$ cat config.mk
export PLATFORM = sky130hd
export DESIGN_NAME = epb_wb_bridge
export DESIGN_NICKNAME = d
export VERILOG_FILES = /design/src/rtl/epb_pkg.sv /design/src/rtl/epb_sync2.sv /design/src/rtl/epb_wb_bridge.sv
export SDC_FILE = /design/constraint.sdc
export NUM_CORES = 1
export LEC_CHECK = 0
export ABC_AREA = 1
export ABC_CLOCK_PERIOD_IN_PS = 2190
export CAP_MARGIN = 10
export CORE_UTILIZATION = 44
export DETAILED_ROUTE_END_ITERATION = 10
export PLACE_DENSITY = 0.88
export SLEW_MARGIN = 20
export SYNTH_ARGS = -nofsm -noshare
export SYNTH_HDL_FRONTEND = slang
export SYNTH_SLANG_ARGS = --single-unit
$ cat constraint.sdc
create_clock -name wb_clk_i -period 2.19 [get_ports wb_clk_i]
set_clock_uncertainty 0.15 [all_clocks]
set_input_delay 0.5475 -clock wb_clk_i [delete_from_list [all_inputs] [get_ports wb_clk_i]]
set_output_delay 0.5475 -clock wb_clk_i [all_outputs]
set_load 0.01 [all_outputs]
$ cat src/rtl/epb_pkg.sv
// epb_pkg: shared widths and FSM encoding for the EPB-to-Wishbone bridge
package epb_pkg;
    localparam int EPB_DW  = 16;
    localparam int EPB_AW  = 23;
    localparam int EPB_GPW = 6;
    localparam int EPB_BEW = 2;
    localparam int WB_AW   = 32;
    typedef enum logic [1:0] {
        IDLE    = 2'd0,
        BUS     = 2'd1,
        RESP    = 2'd2,
        RELEASE = 2'd3
    } epb_state_e;
endpackage

$ cat src/rtl/epb_sync2.sv
// epb_sync2: W-bit two-flop synchronizer that resets to all ones
module epb_sync2 #(
    parameter int W = 2
) (
    input  logic         clk,
    input  logic         rst,
    input  logic [W-1:0] d,
    output logic [W-1:0] q
);
    logic [W-1:0] meta;
    // two-stage resynchronization into the clk domain
    always_ff @(posedge clk) begin
        if (rst) begin
            meta <= '1;
            q    <= '1;
        end else begin
            meta <= d;
            q    <= meta;
        end
    end
endmodule

$ cat src/rtl/epb_wb_bridge.sv
// epb_wb_bridge: one EPB access becomes one 16-bit Wishbone classic cycle with timeout
module epb_wb_bridge
    import epb_pkg::*;
#(
    parameter int                TIMEOUT_CYCLES = 1023,
    parameter logic [EPB_DW-1:0] TIMEOUT_DATA   = 16'hDEAD
) (
    input  logic               wb_clk_i,
    input  logic               wb_rst_i,
    input  logic               epb_cs_n,
    input  logic               epb_r_w_n,
    input  logic [EPB_BEW-1:0] epb_be_n,
    input  logic [EPB_AW-1:0]  epb_addr,
    input  logic [EPB_GPW-1:0] epb_addr_gp,
    input  logic [EPB_DW-1:0]  epb_data_in,
    output logic [EPB_DW-1:0]  epb_data_out,
    output logic               epb_data_oe_n,
    output logic               epb_rdy,
    output logic               wbm_cyc_o,
    output logic               wbm_stb_o,
    output logic               wbm_we_o,
    output logic [EPB_BEW-1:0] wbm_sel_o,
    output logic [WB_AW-1:0]   wbm_adr_o,
    output logic [EPB_DW-1:0]  wbm_dat_o,
    input  logic [EPB_DW-1:0]  wbm_dat_i,
    input  logic               wbm_ack_i,
    input  logic               wbm_err_i,
    output logic               timeout_o
);
    localparam int CW = $clog2(TIMEOUT_CYCLES + 1);

    epb_state_e         state, state_nxt;
    logic               cs_s, rw_s, rd, rd_nxt;
    logic [1:0]         flush;
    logic [CW-1:0]      cnt, cnt_nxt;
    logic               cyc_nxt, we_nxt, oe_n_nxt, rdy_nxt, timeout_nxt, done, good;
    logic [EPB_BEW-1:0] sel_nxt;
    logic [WB_AW-1:0]   adr_nxt;
    logic [EPB_DW-1:0]  dat_nxt, data_out_nxt;

    epb_sync2 #(.W(2)) u_sync (
        .clk (wb_clk_i),
        .rst (wb_rst_i),
        .d   ({epb_cs_n, epb_r_w_n}),
        .q   ({cs_s, rw_s})
    );

    assign good = wbm_ack_i & ~wbm_err_i;
    assign done = wbm_ack_i | wbm_err_i | (cnt == CW'(TIMEOUT_CYCLES - 1));

    // next-state and next-output decode; every register holds unless its state acts on it
    always_comb begin
        state_nxt    = state;
        cnt_nxt      = cnt;
        rd_nxt       = rd;
        cyc_nxt      = wbm_cyc_o;
        we_nxt       = wbm_we_o;
        sel_nxt      = wbm_sel_o;
        adr_nxt      = wbm_adr_o;
        dat_nxt      = wbm_dat_o;
        data_out_nxt = epb_data_out;
        oe_n_nxt     = epb_data_oe_n;
        rdy_nxt      = epb_rdy;
        timeout_nxt  = timeout_o;
        case (state)
            IDLE: if (!cs_s) begin
                state_nxt = BUS;
                cnt_nxt   = '0;
                rd_nxt    = rw_s;
                cyc_nxt   = 1'b1;
                we_nxt    = ~rw_s;
                sel_nxt   = ~epb_be_n;
                adr_nxt   = {2'b00, epb_addr_gp, epb_addr, 1'b0};
                dat_nxt   = epb_data_in;
            end
            BUS: if (done) begin
                state_nxt    = RESP;
                cyc_nxt      = 1'b0;
                data_out_nxt = good ? (rd ? wbm_dat_i : epb_data_out) : TIMEOUT_DATA;
                timeout_nxt  = timeout_o | ~(wbm_ack_i | wbm_err_i);
            end else begin
                cnt_nxt = cnt + CW'(1);
            end
            RESP: begin
                state_nxt = RELEASE;
                rdy_nxt   = 1'b1;
                oe_n_nxt  = ~rd;
            end
            RELEASE: if (cs_s && flush[1]) begin
                state_nxt = IDLE;
                rdy_nxt   = 1'b0;
                oe_n_nxt  = 1'b1;
            end
        endcase
    end

    // state and output registers; flush keeps RELEASE from trusting the synchronizer's reset value
    always_ff @(posedge wb_clk_i) begin
        if (wb_rst_i) begin
            state         <= RELEASE;
            flush         <= 2'b00;
            cnt           <= '0;
            rd            <= 1'b0;
            wbm_cyc_o     <= 1'b0;
            wbm_we_o      <= 1'b0;
            wbm_sel_o     <= '0;
            wbm_adr_o     <= '0;
            wbm_dat_o     <= '0;
            epb_data_out  <= '0;
            epb_data_oe_n <= 1'b1;
            epb_rdy       <= 1'b0;
            timeout_o     <= 1'b0;
        end else begin
            state         <= state_nxt;
            flush         <= {flush[0], 1'b1};
            cnt           <= cnt_nxt;
            rd            <= rd_nxt;
            wbm_cyc_o     <= cyc_nxt;
            wbm_we_o      <= we_nxt;
            wbm_sel_o     <= sel_nxt;
            wbm_adr_o     <= adr_nxt;
            wbm_dat_o     <= dat_nxt;
            epb_data_out  <= data_out_nxt;
            epb_data_oe_n <= oe_n_nxt;
            epb_rdy       <= rdy_nxt;
            timeout_o     <= timeout_nxt;
        end
    end

    assign wbm_stb_o = wbm_cyc_o;
endmodule
==> impl_metrics.env <==
export IMPL_die_area_mm2=0.00871
export IMPL_grt_pass1_vias=3541
export IMPL_leakage_uw=0.00211
export IMPL_netlist_area_mm2=0.00367
export IMPL_status="finished, final reports clean"
export IMPL_cp_data_arrival_time_ns=1.29
export IMPL_coreArea_mm2=0.00789
export IMPL_syn_area_per_cell_um2=7.68
export IMPL_yosysWarnings=0
export IMPL_clk_path_buf_depth=2
export IMPL_power_density_mw_per_mm2=759
export IMPL_critical_path_buf_inv_count=1
export IMPL_via_count=3619
export IMPL_nFillCells=636
export IMPL_grt_antenna_before_repair=0
export IMPL_finalHoldViolCount=0
export IMPL_cp_end_kind="primary output"
export IMPL_io_pins=141
export IMPL_drt_iter0_markers=166
export IMPL_tritoncts="yes"
export IMPL_maxCapViolations=0
export IMPL_cts_hold_fix_buffers=0
export IMPL_ys_ff_latch=87
export IMPL_critical_path_class="reg -> out"
export IMPL_syn_inst=478
export IMPL_hp_class="reg -> reg"
export IMPL_dpl_instance_area_mm2=0.00515
export IMPL_grt_total_usage_pct=22.9
export IMPL_row_count=32
export IMPL_grt_max_degree=54
export IMPL_min_period_over_period_pct=90.8
export IMPL_yosys_top_cells_area="dfxtp_1 (47%), nor2_1 (12%), o21ai_0 (7.0%)"
export IMPL_cts_buffers=9
export IMPL_hpwl_um=6970
export IMPL_synth_top_area_cell="dfxtp_1"
export IMPL_grt_pass1_wl_um=15900
export IMPL_syn2layout_area_growth_pct=45.3
export IMPL_wire_per_inst_um=13.4
export IMPL_fin_crit_ns=1.99
export IMPL_htreeDepth=3
export IMPL_ys_seq_area_share_pct=47.5
export IMPL_cts_root_buffer="clkbuf_8"
export IMPL_path_clk_slew_ns=0.08
export IMPL_vias_per_cell=5.03
export IMPL_power_uw=4050
export IMPL_wirelength_um=9660
export IMPL_rsz0062_at_grt="no"
export IMPL_design_area_mm2=0.00533
export IMPL_drive_above_1_share_pct=12.5
export IMPL_slew_viol_final=0
export IMPL_cts_setup_buffers=0
export IMPL_critPathMaxStageDelay_ns=0.56
export IMPL_path_delay_family="buffers and inverters"
export IMPL_clkSinkCount=87
export IMPL_fmax_ghz=0.503
export IMPL_path_cells="clkdlybuf4s50_1"
export IMPL_cts_resized=0
export IMPL_die_w_um=93.3
export IMPL_floorplan_initialDensity_pct=46.5
export IMPL_synth_cell_types=28
export IMPL_setup_viol=0
export IMPL_antenna_cells=0
export IMPL_nets=689
export IMPL_first_pass_iters=4
export IMPL_drtAntennaViolNets=0
export IMPL_io_buffers=137
export IMPL_critPathMaxFanout=3
export IMPL_netlist_area_leader_share_pct=47.5
export IMPL_insertion_delay_ns=0.35
export IMPL_drc=0
export IMPL_ir_drop_uv=409
export IMPL_grt_ovfl_total=0
export IMPL_start_kind="flip-flop"
export IMPL_whs_ns=0.256
export IMPL_cp_slowest_cell="clkdlybuf4s50_1"
export IMPL_required_ns=1.49
export IMPL_die_h_um=93.3
export IMPL_place_congestion=0.841
## state kept, by name, indices dropped and copies added, names as in the netlist
signal         flops
flush              2
wbm_cyc_o          1
rd                 1
wbm_we_o           1
u_sync.q           2
epb_rdy            1
epb_data_oe_n      1
timeout_o          1
state              2
cnt               10
wbm_dat_o         16
wbm_sel_o          2
epb_data_out      16
wbm_adr_o         29
u_sync.meta        2
## routing by layer
metal / global-route usage [%] / vias to the layer above / wire length (µm)
li1: - / 1797 / -
met1: 24.5 / 1676 / 3750
met2: 40.6 / 128 / 4840
met3: 8.78 / 18 / 891
met4: 8.21 / 0 / 170
met5: 0 / - / 0
## synth_stat cells
cell type  number
o21ai_4         1
ha_1            7
buf_4           5
buf_6           3
dfxtp_1        87
or2_2          15
nand2_1        49
nand3_1        17
nor2_2          3
nand4_1        17
a21oi_1        28
nor3b_1         2
o21ai_0        51
nand2_2        14
buf_1           1
nand3_2         1
o21bai_1        2
a21oi_2         6
nand2_4         2
buf_2           7
buf_8           1
inv_1          22
nor2_1        116
conb_1          1
nand3_4         1
clkbuf_1       15
inv_2           3
or2_0           1
## through the flow
| step | std cells | TNS (ns) | worst slack [ns] | utilization, % |
|---|---|---|---|---|
| 3_3_place_gp | 704 | 0 | 0.0586 | 65.3 |
| 3_5_place_dp | 704 | -0.0755 | -0.0229 | 65.3 |
| 4_1_cts | 719 | 0 | 0.192 | 67.6 |
| 2_1_floorplan | 480 | 0 | 0.488 | - |
| 6_report | 719 | 0 | 0.202 | 67.6 |
| 5_1_grt | 719 | 0 | 0.141 | 67.6 |
## area by class of cell
class                           count  area [µm²]  share of cell area [%]
Clock buffer                       10         128                    2.39
Clock inverter                      5        58.8                    1.10
Inverter                           25        93.8                    1.76
Multi-Input combinational cell    336        1660                    31.1
Sequential cell                    87        1740                    32.7
Tap cell                          102         128                    2.39
Timing Repair Buffer              154        1520                    28.6
## cells in the final DEF (no fill, tap or decap)
cell,synthesis,routed
clkdlybuf4s50_1,0,137
nor2_1,116,116
dfxtp_1,87,87
o21ai_0,51,51
nand2_1,49,49
a21oi_1,28,28
inv_1,22,22
nand3_1,17,17
nand4_1,17,17
or2_2,15,15
buf_4,5,15
nand2_2,14,14
clkbuf_8,0,9
ha_1,7,7
a21oi_2,6,6
nor2_2,3,3
inv_2,3,3
conb_1,1,3
nand2_4,2,2
o21bai_1,2,2
nor3b_1,2,2
clkinvlp_4,0,2
buf_12,0,2
or2_0,1,1
nand3_4,1,1
o21ai_4,1,1
nand3_2,1,1
clkinv_2,0,1
clkbuf_1,15,1
bufinv_16,0,1
inv_6,0,1
## worst reg2reg max path: stages (launching register included)
cell,delay [ns]
dfxtp_1,0.39
inv_1,0.10
ha_1,0.27
inv_1,0.09
nor2_2,0.06
inv_2,0.08
buf_4,0.40
nor2_1,0.13
nor2_1,0.14
## power by group
group | internal [µW] | switching [µW] | total (µW)
clock network | 524 | 565 | 1090
registers | 1720 | 102 | 1830
logic | 544 | 590 | 1130
total | 2790 | 1260 | 4050
## logic make-up after synthesis
family,Yosys count,share of synthesized area [%]
flip-flops,87,47.5
other,1,0.102
adder cells (fa/ha/maj),7,2.39
buffers and inverters,57,7.50
AND/OR/NAND/NOR,238,29.5
AO/OA/AOI/OAI,88,13.1
## final timing paths
path | startpoint | endpoint | slack, ns | depth (start not counted)
min reg2reg | flush[0]$_DFF_P_ | flush[1]$_SDFF_PP0_ | 0.26 | 2
max | wbm_cyc_o$_SDFFE_PP0P_ | wbm_stb_o | 0.20 | 1
max reg2reg | state[0]$_SDFFE_PP1P_ | wbm_dat_o[3]$_SDFFE_PP0P_ | 0.33 | 8
min | flush[0]$_DFF_P_ | flush[1]$_SDFF_PP0_ | 0.26 | 2
Note: power is estimated with default switching activity, not from simulation.
